[src/rtl/mult_hilo_if.sv]
// CPU-side bundle for the HI/LO multiply controller.
// master = CPU execute/stall logic, slave = mult_hilo_ctrl.
//   start/is_signed/a/b : multiply launch request and operands
//   hi_we/lo_we/wdata   : MTHI/MTLO writes
//   busy/done           : stall and completion handshake
//   hi/lo               : architectural HI/LO read ports
interface mult_hilo_if;
  logic        start;
  logic        is_signed;
  logic [31:0] a;
  logic [31:0] b;
  logic        hi_we;
  logic        lo_we;
  logic [31:0] wdata;
  logic        busy;
  logic        done;
  logic [31:0] hi;
  logic [31:0] lo;

  modport master (
    output start, is_signed, a, b, hi_we, lo_we, wdata,
    input  busy, done, hi, lo
  );

  modport slave (
    input  start, is_signed, a, b, hi_we, lo_we, wdata,
    output busy, done, hi, lo
  );
endinterface

[src/rtl/mult_hilo_ctrl.sv]
// MULT/MULTU sequencing and HI/LO result stage.
// Converts signed operands to magnitudes for an external pipelined unsigned
// multiplier, waits MUL_LAT edges, then writes the (re-signed) product to HI/LO.
// Ports:
//   clk, reset (async, active-low)
//   bus   : mult_hilo_if.slave (launch, MTHI/MTLO, busy/done, HI/LO)
//   mul_a, mul_b : registered operand magnitudes to the multiplier
//   mul_z : 64-bit unsigned product from the multiplier
module mult_hilo_ctrl #(
  parameter int unsigned MUL_LAT = 6
) (
  input  logic        clk,
  input  logic        reset,
  mult_hilo_if.slave  bus,
  output logic [31:0] mul_a,
  output logic [31:0] mul_b,
  input  logic [63:0] mul_z
);

  localparam int unsigned CNT_W = $clog2(MUL_LAT + 1);

  typedef enum logic [1:0] {IDLE, WAIT, DONE} state_t;

  state_t             state_q, state_d;
  logic [CNT_W-1:0]   cnt_q;
  logic               neg_q;
  logic               busy_q, done_q;
  logic [31:0]        hi_q, lo_q;

  logic               launch_c, capture_c;
  logic [31:0]        mag_a_c, mag_b_c;
  logic               neg_c;
  logic [63:0]        prod_c;

  // Operand magnitudes; -0x80000000 naturally yields 0x80000000 unsigned.
  assign mag_a_c = (bus.is_signed & bus.a[31]) ? (~bus.a + 32'd1) : bus.a;
  assign mag_b_c = (bus.is_signed & bus.b[31]) ? (~bus.b + 32'd1) : bus.b;
  assign neg_c   = bus.is_signed & (bus.a[31] ^ bus.b[31]);
  assign prod_c  = neg_q ? (~mul_z + 64'd1) : mul_z;

  // Next-state and launch/capture decode.
  always_comb begin
    state_d   = state_q;
    launch_c  = 1'b0;
    capture_c = 1'b0;
    case (state_q)
      IDLE: begin
        if (bus.start) begin
          launch_c = 1'b1;
          state_d  = WAIT;
        end
      end
      WAIT: begin
        // start is deliberately ignored here
        if (cnt_q == CNT_W'(MUL_LAT)) begin
          capture_c = 1'b1;
          state_d   = DONE;
        end
      end
      DONE: begin
        if (bus.start) begin
          launch_c = 1'b1;
          state_d  = WAIT;
        end else begin
          state_d = IDLE;
        end
      end
      default: state_d = IDLE;
    endcase
  end

  // State, counter, operand and handshake registers.
  always_ff @(posedge clk or negedge reset) begin
    if (!reset) begin
      state_q <= IDLE;
      cnt_q   <= '0;
      neg_q   <= 1'b0;
      mul_a   <= '0;
      mul_b   <= '0;
      busy_q  <= 1'b0;
      done_q  <= 1'b0;
    end else begin
      state_q <= state_d;
      busy_q  <= (state_d == WAIT);
      done_q  <= (state_d == DONE);
      if (launch_c) begin
        cnt_q <= '0;
        neg_q <= neg_c;
        mul_a <= mag_a_c;
        mul_b <= mag_b_c;
      end else if (state_q == WAIT) begin
        cnt_q <= cnt_q + CNT_W'(1);
      end
    end
  end

  // HI/LO: product write takes priority over a coincident MTHI/MTLO.
  always_ff @(posedge clk or negedge reset) begin
    if (!reset) begin
      hi_q <= '0;
      lo_q <= '0;
    end else if (capture_c) begin
      hi_q <= prod_c[63:32];
      lo_q <= prod_c[31:0];
    end else begin
      if (bus.hi_we) hi_q <= bus.wdata;
      if (bus.lo_we) lo_q <= bus.wdata;
    end
  end

  assign bus.busy = busy_q;
  assign bus.done = done_q;
  assign bus.hi   = hi_q;
  assign bus.lo   = lo_q;

endmodule

[src/flat_wrapper.sv]
// flat-port wrapper written by rule: the top's interface ports become plain ports
module mult_hilo_ctrl_flat 
#(
  parameter int unsigned MUL_LAT = 6
)
  (clk, reset, mul_a, mul_b, mul_z, bus_start, bus_is_signed, bus_a, bus_b, bus_hi_we, bus_lo_we, bus_wdata, bus_busy, bus_done, bus_hi, bus_lo);
  mult_hilo_if bus_i ();
  input  logic clk;
  input  logic reset;
  output logic [31:0] mul_a;
  output logic [31:0] mul_b;
  input  logic [63:0] mul_z;
  input wire logic [$bits(bus_i.start)-1:0] bus_start;
  input wire logic [$bits(bus_i.is_signed)-1:0] bus_is_signed;
  input wire logic [$bits(bus_i.a)-1:0] bus_a;
  input wire logic [$bits(bus_i.b)-1:0] bus_b;
  input wire logic [$bits(bus_i.hi_we)-1:0] bus_hi_we;
  input wire logic [$bits(bus_i.lo_we)-1:0] bus_lo_we;
  input wire logic [$bits(bus_i.wdata)-1:0] bus_wdata;
  output wire logic [$bits(bus_i.busy)-1:0] bus_busy;
  output wire logic [$bits(bus_i.done)-1:0] bus_done;
  output wire logic [$bits(bus_i.hi)-1:0] bus_hi;
  output wire logic [$bits(bus_i.lo)-1:0] bus_lo;
  assign bus_i.start = bus_start;
  assign bus_i.is_signed = bus_is_signed;
  assign bus_i.a = bus_a;
  assign bus_i.b = bus_b;
  assign bus_i.hi_we = bus_hi_we;
  assign bus_i.lo_we = bus_lo_we;
  assign bus_i.wdata = bus_wdata;
  assign bus_busy = bus_i.busy;
  assign bus_done = bus_i.done;
  assign bus_hi = bus_i.hi;
  assign bus_lo = bus_i.lo;
  mult_hilo_ctrl #(.MUL_LAT(MUL_LAT)) u_core (.clk(clk), .reset(reset), .bus(bus_i), .mul_a(mul_a), .mul_b(mul_b), .mul_z(mul_z));
endmodule
[config.mk]
export PLATFORM = sky130hd
export DESIGN_NAME = mult_hilo_ctrl_flat
export DESIGN_NICKNAME = d
export VERILOG_FILES = /design/src/rtl/mult_hilo_if.sv /design/src/rtl/mult_hilo_ctrl.sv /design/src/flat_wrapper.sv
export SDC_FILE = /design/constraint.sdc
export NUM_CORES = 1
export LEC_CHECK = 0
export CORE_AREA = 2 2 120 151
export DETAILED_ROUTE_END_ITERATION = 10
export DIE_AREA = 0 0 122 153
export HOLD_SLACK_MARGIN = 0.12
export PLACE_DENSITY = 0.85
export SLEW_MARGIN = 10
export SYNTH_ARGS = -nofsm -noshare
export SYNTH_HDL_FRONTEND = slang
export SYNTH_SLANG_ARGS = --single-unit
export TNS_END_PERCENT = 20
[constraint.sdc]
create_clock -name clk -period 3.2 [get_ports clk]
set_input_delay 0.64 -clock clk [delete_from_list [all_inputs] [get_ports clk]]
set_output_delay 0.64 -clock clk [all_outputs]
set_load 0.1 [all_outputs]
* Word level (Yosys, flattened, before mapping)
Cells that the tools add are included.
** Word-level totals
- Word-level logic and storage cells :: 47
- Bits of input ports :: 166
- Register bits after elaboration :: 136
** Cells by class
- Bitwise operators :: 7
- Add/subtract/negate cells :: 4
- Eq/ne operators :: 5
- Reduce and logical (&&, ||, !) cells :: 5
- Muxes and demuxes :: 17
** Operators by type and width (number)
- $mux 32 :: 6
- $add 32x1->32 const B :: 2
- $add 64x1->64 const B :: 1
- $mux 64 :: 1
- $not 32->32 :: 2
- $not 64->64 :: 1
- $mux 3 :: 2
- $pmux 2 s3 :: 1
- $reduce_bool 2->1 :: 3
- $mux 1 :: 5
- $eq 2x1->1 const B :: 2
- $eq 2x2->1 const B :: 2
- $mux 2 :: 2
- $add 3x1->3 const B :: 1
- $and 1x1->1 :: 3
- $eq 3x3->1 const B :: 1
- $logic_not 2->1 :: 1
- $reduce_or 2->1 :: 1
- $xor 1x1->1 :: 1

* Depth between registers and ports, before layout
- Depth after elaboration :: 4
- Gate-level depth with buffers :: 8
- Depth with buffers taken out :: 8

* Worst setup path before layout
OpenSTA, ideal clock, no wires.
- Path type :: input port to flip-flop
- From :: input bus_a[22]
- To :: register u_core.mul_a[29]
- Cell stages on the path :: 6
- Arrival :: 2450 ps
- Data required time :: 3071 ps
- Buffers on the path :: 0
- Library setup time :: 129 ps
- Path slack :: 621 ps
- Cell sequence :: or4_4 -> or3_4 -> or4_4 -> o41ai_2 -> xor2_1 -> o21ai_1
** On the way
- Longest elaborated chain between the ends :: 3
** RTL lines
- start, declared :: RTL line flat_wrapper.sv:15 : input wire logic [$bits(bus_i.a)-1:0] bus_a;
- $not 32->32 :: RTL line mult_hilo_ctrl.sv:36 : assign mag_a_c = (bus.is_signed & bus.a[31]) ? (~bus.a + 32'd1) : bus.a;
- $add 32x1->32 :: RTL line mult_hilo_ctrl.sv:36
- $mux 32 :: RTL line mult_hilo_ctrl.sv:36
- end signal, assigned :: RTL line mult_hilo_ctrl.sv:89 : mul_a <= mag_a_c;
- end, declared :: RTL line mult_hilo_ctrl.sv:15 : output logic [31:0] mul_a,
No other way between the ends.
A chain may end at the register's enable or synchronous reset.

* Worst setup path after layout
- From :: input mul_z[0]
- To :: register u_core.hi_q[6], in the netlist u_core.bus.hi[6]
** On the way
- Longest elaborated chain between the ends :: 4
** RTL lines
- start, declared :: RTL line flat_wrapper.sv:12 : input logic [63:0] mul_z;
- $not 64->64 :: RTL line mult_hilo_ctrl.sv:39 : assign prod_c = neg_q ? (~mul_z + 64'd1) : mul_z;
- $add 64x1->64 :: RTL line mult_hilo_ctrl.sv:39
- $mux 64 :: RTL line mult_hilo_ctrl.sv:39
- $mux 32 :: RTL line mult_hilo_ctrl.sv:102 : end else if (capture_c) begin
- end signal, assigned :: RTL line mult_hilo_ctrl.sv:103 : hi_q <= prod_c[63:32];
- end signal, assigned :: RTL line mult_hilo_ctrl.sv:106 : if (bus.hi_we) hi_q <= bus.wdata;
- end, declared :: RTL line mult_hilo_ctrl.sv:28 : logic [31:0] hi_q, lo_q;
No other way between the ends.

==> results.toml <==
[status]
status = "complete, no violations"

[power_and_ir_drop]
intPower_mw = 5.23
p_comb_share_pct = 62.3
switchingPower_mw = 7.30
pwr-share-clk_pct = 14.9
seqPwrFrac_pct = 22.8
vdd_ir_drop_max_mv = 1.14
power.leakage_nw = 4.98
power_density_mw_per_mm2 = 1050
fin_total_pwr_mw = 12.5
p_sw_share_pct = 58.3

[route]
viasPerCell = 5.61
drtPass1Iterations = 5
drt-wirelength-per-cell_um = 17.8
vias = 8128
wirelength_um = 25800
drt-initial-drc-count = 462
drc = 0
ant_nets = 0

[sta]
max_freq_mhz = 331
setup_viol_count_final = 0
hold_violations = 0
tightest_slew_ns = 0.891
fin_crit_sh_pct = 94.4
rsz0062_at_grt = "no"
period_needed_ns = 3.02
drv_slew = 0
timing.slew.headroom_pct = 40.6
skew_ns = 0.00881

[global_route]
grt_max_degree = 130
grt_pass1_vias = 8249
grt_overflow = 0
grt_pass1_wl_um = 41200
track_usage_pct = 27.9
antenna_found_initial = 0

[critical_path]
cp_top_family = "simple AND/OR/NAND/NOR gates"
slowest_delay_ns = 0.53
critPathCaptureType = "register"
path_class = "in -> reg"
critPathRequiredTime_ns = 3.47
startpoint_type = "input port"
worstPathMaxFanout = 5
worst-r2r-setup-slack_ns = 1.26
slowest_stage = "nor4_1"
crit_buf_inv = 2
arrival_ns = 3.29
crit_chain = "clkdlybuf4s50_1 > inv_1 > ha_1 > or3b_1 > nor4_1 > nand3_2 > o41ai_1 > xor2_1 > a21oi_1"

[yosys]
synth_edf_count = 0
syn_nets = 1084
syn_area_mm2 = 0.00829
ys_seq_area_share_pct = 41.1
ys_ff_latch = 136
async_reset_ff_share_pct = 100
yosysWarningCount = 0
avgSynthCellArea_um2 = 9.08
ys_types = 48
netlist_instances = 913
synth_ff_type = "dfrtp_1"

[clock_network]
ctsResizeCount = 0
cts_made_buffers = 17
clkSinkCount = 136
cts_buffer_depth = 2
cts_tree = "done"
path_clk_slew_ns = 0.06
h-tree-depth = 4
cts_root_buf = "clkbuf_16"
clk-insertion-delay-late_ns = 0.42
cts_setup_buffers = 0
cts_hold_buf = 0

[placement]
dp_hpwl_um = 19300
place_inst = 1418
gp_congestion = 0.891
io_buffers = 295

[floorplanning]
num_rows = 54
initial_core_util_pct = 48.1
die-area_mm2 = 0.0187
core_area_mm2 = 0.0172
io_pins = 296
die_x_um = 122
die_h_um = 153

[layout]
finalNonFillerCells = 1449
fin_nets = 1384
mostFrequentLayoutCells = "buf_4, clkdlybuf4s50_1, dfrtp_1"
diodes = 0
area_delta_synth_final_pct = 43.9
drive_above_1_share_pct = 19.3
n_fill_cell = 1329
final_common_cell = "buf_4"

[job]
max_cap_viol_count = 0

[worst_hold_path]
hold_class = "in -> async"
## power groups by stage
| stage | Clock (mW) | Combinational, mW | Sequential (mW) |
|---|---|---|---|
| 3_5_place_dp | 0 | 7.82 | 2.87 |
| 2_1_floorplan | 0 | 1.45 | 7.34 |
| 3_3_place_gp | 0 | 7.74 | 2.85 |
| 5_1_grt | 1.96 | 8.14 | 2.95 |
| 4_1_cts | 1.90 | 7.83 | 2.86 |
| 6_report | 1.86 | 7.80 | 2.86 |
## state kept, by name (all words and copies together), names as in the netlist
| signal | cells |
|---|---|
| u_core.state_q | 2 |
| u_core.bus.busy | 1 |
| u_core.mul_a | 32 |
| u_core.neg_q | 1 |
| u_core.bus.done | 1 |
| u_core.mul_b | 32 |
| u_core.bus.hi | 32 |
| u_core.bus.lo | 32 |
| u_core.cnt_q | 3 |
## synthesized netlist by cell type, drive strengths merged (17+ instances only)
| master | instances | area share [%] |
|---|---|---|
| dfrtp | 136 | 41 |
| o21ai | 108 | 6.5 |
| nand2 | 104 | 4.8 |
| xor2 | 72 | 7.6 |
| a21oi | 69 | 4.2 |
| nor2b | 51 | 3.8 |
| xnor2 | 51 | 5.4 |
| a211oi | 50 | 4.5 |
| clkbuf | 49 | 2.2 |
| nor2 | 33 | 1.5 |
| o31ai | 32 | 3.1 |
| nor3 | 19 | 1.3 |
| mux2i | 17 | 2.1 |
| or3 | 17 | 1.3 |
## through the flow
step           hold WS (ns)  cell area (µm²)  setup WS (ns)  util (%)   TNS, ns
2_1_floorplan         0.344             8290          0.621         -         0
3_3_place_gp          0.462            11400       -0.00337      66.0  -0.00337
3_5_place_dp          0.471            11400        -0.0612      66.0    -0.254
4_1_cts               0.127            11900          0.284      69.2         0
5_1_grt               0.144            11900         0.0231      69.2         0
6_report              0.116            11900          0.180      69.2         0
## layout make-up
cell class                      instances  area (µm²)  area share [%]
Tap cell                              224         280            2.35
Clock buffer                           20         457            3.83
Sequential cell                       136        3400            28.5
Inverter                               14        52.6           0.441
Timing Repair Buffer                  334        2990            25.0
Clock inverter                         11        98.8           0.829
Multi-Input combinational cell        710        4650            39.0
## logic make-up after synthesis
kind of cell | count (synthesis) | synth area share (%)
AO/OA/AOI/OAI | 284 | 21.4
AND/OR/NAND/NOR | 281 | 18.7
adder cells (fa/ha/maj) | 5 | 0.755
XOR/XNOR | 123 | 13.0
multiplexers | 17 | 2.05
flip-flops | 136 | 41.1
buffers and inverters | 67 | 3.03
## worst paths after layout
path | to | startpoint | cells past startpoint
max | u_core.bus.hi[6]$_DFFE_PN0P_ | mul_z[0] | 9
min | u_core.mul_b[15]$_DFFE_PN0P_ | reset | 1
max reg2reg | u_core.bus.hi[30]$_DFFE_PN0P_ | u_core.neg_q$_DFFE_PN0P_ | 4
min reg2reg | u_core.mul_a[22]$_DFFE_PN0P_ | u_core.mul_a[22]$_DFFE_PN0P_ | 2
max in group asynchronous | u_core.mul_a[2]$_DFFE_PN0P_ | reset | 2
min in group clk | u_core.mul_a[22]$_DFFE_PN0P_ | u_core.mul_a[22]$_DFFE_PN0P_ | 2
## per-layer routing
layer / part of all wire (%) / global-route usage (%) / up-vias
li1: - / - / 3874
met1: 37 / 30.5 / 3892
met2: 52 / 49.1 / 321
met3: 9.3 / 9.93 / 41
met4: 2.3 / 10.0 / 0
met5: 0 / 0 / -
Note: power is estimated with default switching activity, not from simulation.
